**config.mk**
```make
export PLATFORM = sky130hd
export DESIGN_NAME = input_check_state
export DESIGN_NICKNAME = d
export VERILOG_FILES = /design/src/rtl/input_check_state.sv
export SDC_FILE = /design/constraint.sdc
export NUM_CORES = 1
export LEC_CHECK = 0
export ABC_AREA = 1
export CORE_ASPECT_RATIO = 2
export CORE_UTILIZATION = 55
export CTS_BUF_LIST = sky130_fd_sc_hd__clkbuf_4 sky130_fd_sc_hd__clkbuf_8
export CTS_CLUSTER_DIAMETER = 120
export DETAILED_ROUTE_END_ITERATION = 7
export GPL_ROUTABILITY_DRIVEN = 1
export HOLD_SLACK_MARGIN = 0.05
export PLACE_DENSITY = 0.86
export SLEW_MARGIN = 10
export SYNTH_ARGS = -nofsm -noshare
export SYNTH_HDL_FRONTEND = slang
export SYNTH_SLANG_ARGS = --single-unit
```
**constraint.sdc**
```tcl
create_clock -name clk -period 5.2 [get_ports clk]
set_clock_uncertainty 0.2 [all_clocks]
set_input_delay 1.04 -clock clk [delete_from_list [all_inputs] [get_ports clk]]
set_output_delay 1.04 -clock clk [all_outputs]
set_load 0.02 [all_outputs]
```
**src/rtl/input_check_state.sv**
```systemverilog
// Player input checker: accepts one debounced button press per colour, echoes it,
// and ends the round with a one-cycle complete or fail pulse to the game FSM.
module input_check_state #(
  parameter int unsigned          TIMER_W        = 24,
  parameter logic [TIMER_W-1:0]   TIMEOUT_CYCLES = TIMER_W'(5_000_000)
) (
  input  logic        clk,
  input  logic        rst_input,
  input  logic        en_input,
  input  logic [31:0] seq_in_input,
  input  logic [3:0]  round_ctr,
  input  logic [3:0]  btn,
  output logic [1:0]  echo_colour,
  output logic        echo_oe,
  output logic        busy,
  output logic [3:0]  progress,
  output logic        complete_input,
  output logic        fail_input
);

  localparam logic [1:0] IDLE         = 2'd0;
  localparam logic [1:0] WAIT_PRESS   = 2'd1;
  localparam logic [1:0] WAIT_RELEASE = 2'd2;

  localparam logic [TIMER_W-1:0] TIMER_LAST = TIMEOUT_CYCLES - TIMER_W'(1);

  logic [1:0]         state, state_n;
  logic [3:0]         pos, pos_n;
  logic [TIMER_W-1:0] timer, timer_n;
  logic [3:0]         btn_q;
  logic [1:0]         echo_colour_n;
  logic               echo_oe_n, complete_n, fail_n;

  logic               one_hot_c, press_c, timer_last_c, match_c;
  logic [1:0]         colour_c, exp_colour_c;

  // Press decode: a single fresh button edge; held or chorded buttons never count
  always_comb begin
    one_hot_c = 1'b1;
    colour_c  = 2'd0;
    case (btn)
      4'b0001: colour_c = 2'd0;
      4'b0010: colour_c = 2'd1;
      4'b0100: colour_c = 2'd2;
      4'b1000: colour_c = 2'd3;
      default: one_hot_c = 1'b0;
    endcase
    press_c      = one_hot_c && (btn_q == 4'd0);
    exp_colour_c = seq_in_input[{pos, 1'b0} +: 2];
    match_c      = (colour_c == exp_colour_c);
    timer_last_c = (timer == TIMER_LAST);
  end

  // Next-state and registered-output decisions
  always_comb begin
    state_n       = state;
    pos_n         = pos;
    timer_n       = timer;
    echo_colour_n = echo_colour;
    echo_oe_n     = echo_oe;
    complete_n    = 1'b0;
    fail_n        = 1'b0;

    case (state)
      IDLE: begin
        echo_oe_n = 1'b0;
        if (en_input) begin
          state_n = WAIT_PRESS;
          pos_n   = 4'd0;
          timer_n = '0;
        end
      end

      WAIT_PRESS: begin
        timer_n = timer + TIMER_W'(1);
        if (press_c) begin
          echo_colour_n = colour_c;
          echo_oe_n     = 1'b1;
          if (match_c) begin
            timer_n = '0;
            state_n = WAIT_RELEASE;
          end else begin
            fail_n  = 1'b1;
            state_n = IDLE;
          end
        end else if (timer_last_c) begin
          fail_n  = 1'b1;
          state_n = IDLE;
        end
      end

      WAIT_RELEASE: begin
        timer_n   = timer + TIMER_W'(1);
        echo_oe_n = 1'b1;
        if (btn == 4'd0) begin
          echo_oe_n = 1'b0;
          timer_n   = '0;
          if (pos == round_ctr) begin
            complete_n = 1'b1;
            state_n    = IDLE;
          end else begin
            pos_n   = pos + 4'd1;
            state_n = WAIT_PRESS;
          end
        end else if (timer_last_c) begin
          fail_n    = 1'b1;
          echo_oe_n = 1'b0;
          state_n   = IDLE;
        end
      end

      default: begin
        state_n   = IDLE;
        echo_oe_n = 1'b0;
      end
    endcase
  end

  always_ff @(posedge clk or posedge rst_input) begin
    if (rst_input) begin
      state          <= IDLE;
      pos            <= 4'd0;
      timer          <= '0;
      btn_q          <= 4'd0;
      echo_colour    <= 2'd0;
      echo_oe        <= 1'b0;
      complete_input <= 1'b0;
      fail_input     <= 1'b0;
    end else begin
      state          <= state_n;
      pos            <= pos_n;
      timer          <= timer_n;
      btn_q          <= btn;
      echo_colour    <= echo_colour_n;
      echo_oe        <= echo_oe_n;
      complete_input <= complete_n;
      fail_input     <= fail_n;
    end
  end

  assign busy     = (state != IDLE);
  assign progress = pos;

endmodule

```
==> results.json <==
{
  "placeableCoreArea_um2": 4910,
  "fp-row-count": 36,
  "drive_gt1_share_pct": 11.0,
  "routedWlPerCell_um": 14.5,
  "via_count": 2657,
  "irDropWorstVdd_uv": 209,
  "final_cells": 486,
  "drc_errors": 0,
  "synth_sequential_area_ratio_pct": 34.4,
  "detailedPlacementHpwl_mm": 5.44,
  "cts_hold_buf": 0,
  "p_sw_share_pct": 36.7,
  "share_comb_of_total_power_pct": 34.2,
  "top_level_ports": 53,
  "first_global_vias": 2675,
  "syn_to_final_growth_pct": 21.3,
  "place.gp.congestion": 0.838,
  "worst_slew_margin_relative_to_its_limit_pct": 53.8,
  "synth.top_cells.by_count": "sky130_fd_sc_hd__nand2_1, sky130_fd_sc_hd__inv_1, sky130_fd_sc_hd__dfrtp_1",
  "cts_sinks": 39,
  "die_h_um": 104,
  "ys_async_sr_fraction_pct": 100,
  "net-switching-power_mw": 0.309,
  "antenna_violating_nets_post_route": 0,
  "cell_internal_pwr_mw": 0.533,
  "rsz0062_at_grt": "false",
  "timing_hold_violations_final": 0,
  "antenna_violations_before_repair": 0,
  "timing.critical_path.fanout_max": 22,
  "worst_setup_path_end_kind": "flop",
  "synth_cell_type_count": 35,
  "htreeDepth": 2,
  "arrival_ns": 3.05,
  "cts_resized": 0,
  "p_leak_nw": 1.53,
  "number_of_enable_flip_flop_cells_after_synthesis": 0,
  "post-route-util_pct": 70.1,
  "post-route-cell-area_um2": 3440,
  "synth_cells": 380,
  "syn-mean-instance-area_um2": 7.46,
  "synth.yosys.warnings": 0,
  "worstHoldPathType": "reg2reg",
  "design.final.nets": 478,
  "count_of_endpoints_failing_setup_in_the_final_report": 0,
  "port-buffer-count": 52,
  "routed_via_density": 5.47,
  "clockBufferDepth": 2,
  "run_status": "finished, final reports clean",
  "nFillCells": 414,
  "grt_use_total_pct": 28.3,
  "cts_buffers": 5,
  "power.density_cell_area_nw_per_um2": 245,
  "maxSlewViolCount": 0,
  "postSynth.topFlopCell": "sky130_fd_sc_hd__dfrtp_1",
  "synth.most_common_cell": "sky130_fd_sc_hd__nand2_1",
  "numPlacedInstances": 478,
  "synth.ff_latch_count": 39,
  "drt_first_pass_iters": 4,
  "power.share.sequential_pct": 40.6,
  "timing.setup.tns_ns": 0,
  "final_critical_period_ns": 3.08,
  "dpl_cell_area_um2": 3350,
  "postRouteWirelength_mm": 7.03,
  "insertedDiodeCount": 0,
  "totalPowerFinal_mw": 0.842,
  "synth.cell_area_um2": 2840,
  "critical_path_required_ns": 5.17,
  "globalRoute.totalOverflow": 0,
  "ys_top_cells_by_area": "sky130_fd_sc_hd__dfrtp_1, sky130_fd_sc_hd__nand2_1, sky130_fd_sc_hd__nand3_1",
  "setup_cp_type": "in2reg",
  "worst_setup_hold_path_clk_slew_ns": 0.08,
  "synth.largest_area_cell": "sky130_fd_sc_hd__dfrtp_1",
  "fp.dieArea_um2": 5470,
  "cts_tree": "built",
  "crit_path_start_kind": "input pin",
  "wire_length_of_the_first_global_routing_pass_mm": 11.5,
  "synthesis.nets": 430,
  "synthDominantCellAreaShare_pct": 34.4,
  "clock_latency_ns": 0.30,
  "worst_slew_pin_slew_ns": 0.693,
  "start_util_pct": 57.8,
  "clockPowerShare_pct": 25.2,
  "timing.max_cap.violations": 0,
  "clk_root_buffer_cell": "sky130_fd_sc_hd__clkbuf_8",
  "fmax_mhz": 324,
  "min_period_over_period_pct": 59.3,
  "grt_start_max_net_pins": 40,
  "first_iter_violations": 86,
  "post-cts-setup-buffer-count": 0,
  "floorplan.die.width_um": 52.8
}
==> flip-flops by register name (all words and copies together) (netlist names) <==
name and flops:
state 2, progress 4, echo_oe 1, complete_input 1, echo_colour 2, timer 24, fail_input 1, btn_q 4
==> kinds of logic after synthesis <==
logic type	Yosys count	share of synthesized area, %
AOI/OAI and AO/OA	40	11.2
xor gates and xnor gates	25	7.72
adders and majority gates	7	3.09
buffers and inverters	59	9.13
DFF	39	34.4
and+or+nand+nor	210	34.5
==> cell usage in the layout (no fill, tap or decap) <==
| master | Yosys | layout |
|---|---|---|
| sky130_fd_sc_hd__a31oi_1 | 1 | 1 |
| sky130_fd_sc_hd__clkdlybuf4s50_1 | 0 | 52 |
| sky130_fd_sc_hd__o22ai_1 | 1 | 1 |
| sky130_fd_sc_hd__or2_2 | 1 | 1 |
| sky130_fd_sc_hd__nand3_1 | 38 | 38 |
| sky130_fd_sc_hd__a211oi_2 | 1 | 1 |
| sky130_fd_sc_hd__nor4_1 | 6 | 6 |
| sky130_fd_sc_hd__o21ai_2 | 19 | 19 |
| sky130_fd_sc_hd__dfrtp_1 | 39 | 39 |
| sky130_fd_sc_hd__nor3_1 | 4 | 4 |
| sky130_fd_sc_hd__nand2_2 | 2 | 2 |
| sky130_fd_sc_hd__xor2_1 | 21 | 21 |
| sky130_fd_sc_hd__or3_1 | 1 | 1 |
| sky130_fd_sc_hd__inv_1 | 45 | 45 |
| sky130_fd_sc_hd__o31ai_1 | 1 | 1 |
| sky130_fd_sc_hd__xnor2_1 | 4 | 4 |
| sky130_fd_sc_hd__nor2_2 | 3 | 3 |
| sky130_fd_sc_hd__a21oi_4 | 1 | 1 |
| sky130_fd_sc_hd__o21ai_0 | 11 | 11 |
| sky130_fd_sc_hd__a2111oi_4 | 1 | 1 |
| sky130_fd_sc_hd__nand2_4 | 2 | 2 |
| sky130_fd_sc_hd__clkbuf_8 | 0 | 5 |
| sky130_fd_sc_hd__nand2_1 | 110 | 110 |
| sky130_fd_sc_hd__nor3_4 | 1 | 1 |
| sky130_fd_sc_hd__inv_2 | 2 | 2 |
| sky130_fd_sc_hd__nor2_1 | 22 | 22 |
| sky130_fd_sc_hd__ha_1 | 7 | 7 |
| sky130_fd_sc_hd__nor4_2 | 1 | 1 |
| sky130_fd_sc_hd__nand3b_1 | 4 | 4 |
| sky130_fd_sc_hd__o21ai_1 | 2 | 2 |
| sky130_fd_sc_hd__buf_4 | 0 | 1 |
| sky130_fd_sc_hd__nand3_2 | 4 | 4 |
| sky130_fd_sc_hd__nand4_1 | 11 | 11 |
| sky130_fd_sc_hd__clkinv_2 | 0 | 1 |
| sky130_fd_sc_hd__clkbuf_4 | 0 | 2 |
| sky130_fd_sc_hd__a21oi_1 | 2 | 2 |
==> path summary, 6_finish.rpt <==
check                                     from              to  slack, ns  cells after the start
worst max-delay path                    btn[3]       timer[18]       2.12                     12
worst min-delay path            echo_colour[0]  echo_colour[0]       0.29                      2
worst max register to register     progress[0]       timer[18]       2.39                     13
worst min register to register  echo_colour[0]  echo_colour[0]       0.29                      2
max in group asynchronous            rst_input        state[0]       3.47                      3
min in group asynchronous            rst_input        timer[0]       0.97                      3
==> final cells by class <==
class	instances	area (µm²)	area share [%]
clock inverters	1	5.00	0.145
inverters	47	176	5.13
clock buffers	7	83.8	2.44
multi-input cells	282	1600	46.5
well taps	57	71.3	2.07
flip-flops and latches	39	976	28.4
repair buffers	53	528	15.3
==> power groups by stage <==
stage | registers [mW] | logic [mW] | clock network, mW
after global placement | 0.347 | 0.282 | 0
after CTS | 0.342 | 0.288 | 0.215
after global routing | 0.345 | 0.320 | 0.227
final | 0.342 | 0.288 | 0.212
after floorplan | 0.348 | 0.209 | 0
after detailed placement | 0.348 | 0.288 | 0
==> routing by layer <==
| layer | track usage [%] | wire [µm] |
|---|---|---|
| met2 | 52.0 | 4000 |
| met5 | 0 | 0 |
| met1 | 25.1 | 2320 |
| met3 | 5.43 | 374 |
| met4 | 19.2 | 332 |
==> critical path, cell delays in order <==
cell	delay, ns
sky130_fd_sc_hd__clkdlybuf4s50_1	0.52
sky130_fd_sc_hd__nor2_1	0.09
sky130_fd_sc_hd__inv_1	0.07
sky130_fd_sc_hd__nand3_1	0.14
sky130_fd_sc_hd__a211oi_2	0.37
sky130_fd_sc_hd__nand2_1	0.09
sky130_fd_sc_hd__inv_1	0.07
sky130_fd_sc_hd__nand3_2	0.06
sky130_fd_sc_hd__nand2_2	0.08
sky130_fd_sc_hd__nand2_4	0.06
sky130_fd_sc_hd__nand2_4	0.31
sky130_fd_sc_hd__o21ai_0	0.13
==> metrics by stage <==
stage / hold slack [ns] / setup slack (ns)
detailed placement: 0.271 / 1.80
finish: 0.289 / 2.12
floorplan: 0.275 / 2.64
CTS: 0.290 / 2.11
global placement: 0.266 / 1.93
global route: 0.331 / 1.89
(Power assumes the default switching activity.)
==> edit (same flow settings) <==
Set the parameter `TIMER_W` to 32 (it was 24).
--- a/src/rtl/input_check_state.sv
+++ b/src/rtl/input_check_state.sv
@@ -2,5 +2,5 @@
 // and ends the round with a one-cycle complete or fail pulse to the game FSM.
 module input_check_state #(
-  parameter int unsigned          TIMER_W        = 24,
+  parameter int unsigned          TIMER_W        = 32,
   parameter logic [TIMER_W-1:0]   TIMEOUT_CYCLES = TIMER_W'(5_000_000)
 ) (
Check against the original RTL: same outputs for any inputs over 10 cycles, from zero or initial values and one cycle with rst_input high; that may be too few to reach the edited logic, so the function may still have changed.
==> edit against the unedited design <==
The flow now finishes with violations (DRC). Non-clock buffer count fell by 1. Sequential cell count grew 8. Combinational power up 2%. Area after synthesis increased by 19%. Routed wire length rose by 19%. Die area up 18%. Sequential share of layout area grew 1.2 points. Setup slack lost 73 ps. Sequential power increased by 18%. Total power increased by 16%. Global-route usage shrank 0.10 points. Cell area is 16% higher. Largest power group unchanged. Highest routed layer unchanged.
==> edit: results (changes against the unedited design) <==
first-pass GRT wire length=13800 µm (was 11500 µm); Routability Congestion=0.961 (was 0.838); Clock Pin Slew Worst Setup and Hold Paths=100 ps (was 80 ps); Cell variety after synth=32 (was 35); failing checks=DRC; fill count=490 (was 414); WL met2=4830 µm (was 4000 µm); most frequent cells after synthesis=nand2_1, dfrtp_1, inv_1, nand3_1, nor2_1 (was nand2_1, inv_1, dfrtp_1, nand3_1, nor2_1); DR WL met3=367 µm (was 374 µm); sw frac=36.3% (was 36.7%); initial DRC count=124 (was 86); largest net degree at the start of global routing=48 (was 40); max reg flops=32 (was 24); Synthesized Nets=503 (was 430); later-pin clock latency in the skew report=330 ps (was 300 ps); DRC Markers=11 (was 0); Peak VDD IR=196 µV (was 209 µV); Via Count=3067 (was 2657); Pleak=1.78 nW (was 1.53 nW); pwr dens=246 mW/mm² (was 245 mW/mm²); routed length per instance=14.9 µm (was 14.5 µm); Worst path slowest cell=dfrtp_1 (was clkdlybuf4s50_1); Mean Syn Cell Area=7.45 µm² (was 7.46 µm²); pre-CTS WS=1790 ps (was 1800 ps); crit-path max FO=21 (was 22); htree depth=2 (unchanged); dpl hpwl=6440 µm (was 5440 µm); combinational share of power=30.0% (was 34.2%); register area share after synthesis=34.8% (was 34.4%); gr usage total=28.2% (was 28.3%); CTS Buf Count=5 (unchanged); ranking of synthesized cells by area=dfrtp_1, nand2_1, nand3_1, o21ai_2, xor2_1 (was dfrtp_1, nand2_1, nand3_1, xor2_1, inv_1); DP Area=0.00387 mm² (was 0.00335 mm²); worst setup path start=progress[0] (was btn[3]); M1 WL=2760 µm (was 2320 µm); r2r startpoint=progress[1] (was progress[0]); worst hold start=echo_colour[1] (was echo_colour[0]); Largest stage delay, worst path=850 ps (was 520 ps); Arr. time, crit path=1920 ps (was 3050 ps); status=finished with violations (was finished clean); final net count=547 (was 478)
edit: changes by cell type after synthesis, moves of 3 or more:
cell     change
buf_6        +3
dfrtp_1      +8
nand2_1     +23
nand3_1      +7
nor2_1       +9
nor2_2       +3
nor2_4       +3
nor4_1       +3
o21ai_1      +3
o21ai_2      +5
xnor2_1      +7
edit: cell type report:
cell class | count | area, µm² | area share (%)
flip-flops and latches | 47 | 1180 | 29.5
clock buffers | 5 | 68.8 | 1.73
multi-input cells | 343 | 1910 | 48.0
clock inverters | 3 | 43.8 | 1.10
well taps | 63 | 78.8 | 1.98
repair buffers | 52 | 520 | 13.1
inverters | 48 | 185 | 4.65
edit: kinds of logic after synthesis:
kind of cell,count (synthesis),synth area share (%)
buffers and inverters,63,8.56
XOR/XNOR,34,8.82
flip-flops,47,34.8
AO/OA/AOI/OAI,46,9.74
adder cells (fa/ha/maj),7,2.59
AND/OR/NAND/NOR,256,35.5
edit: worst register-to-register path, cell delays in order, from the launching register on:
cell      delay (ps)
dfrtp_1          650
clkinv_1         420
nand3_1          210
nand3_1          150
nand3_1          120
nand3_1           80
nand2_1           90
nand3_2          100
nand2_2           90
nand2_4           70
nand2_4          370
o21ai_1          130
edit: final timing paths:
| kind | endpoint | slack (ps) | depth (start not counted) |
|---|---|---|---|
| setup / recovery | progress[0] | 2040 | 1 |
| min in group asynchronous | progress[0] | 1050 | 2 |
| hold reg to reg | echo_colour[1] | 310 | 2 |
| max in group asynchronous | timer[24] | 3120 | 2 |
| hold / removal | echo_colour[1] | 310 | 2 |
| setup reg to reg | timer[24] | 2400 | 11 |
edit: metal layers:
metal	track usage [%]	up-vias
li1	-	1538
met5	0	-
met2	54.7	87
met1	25.5	1411
met3	4.34	31
met4	17.6	0
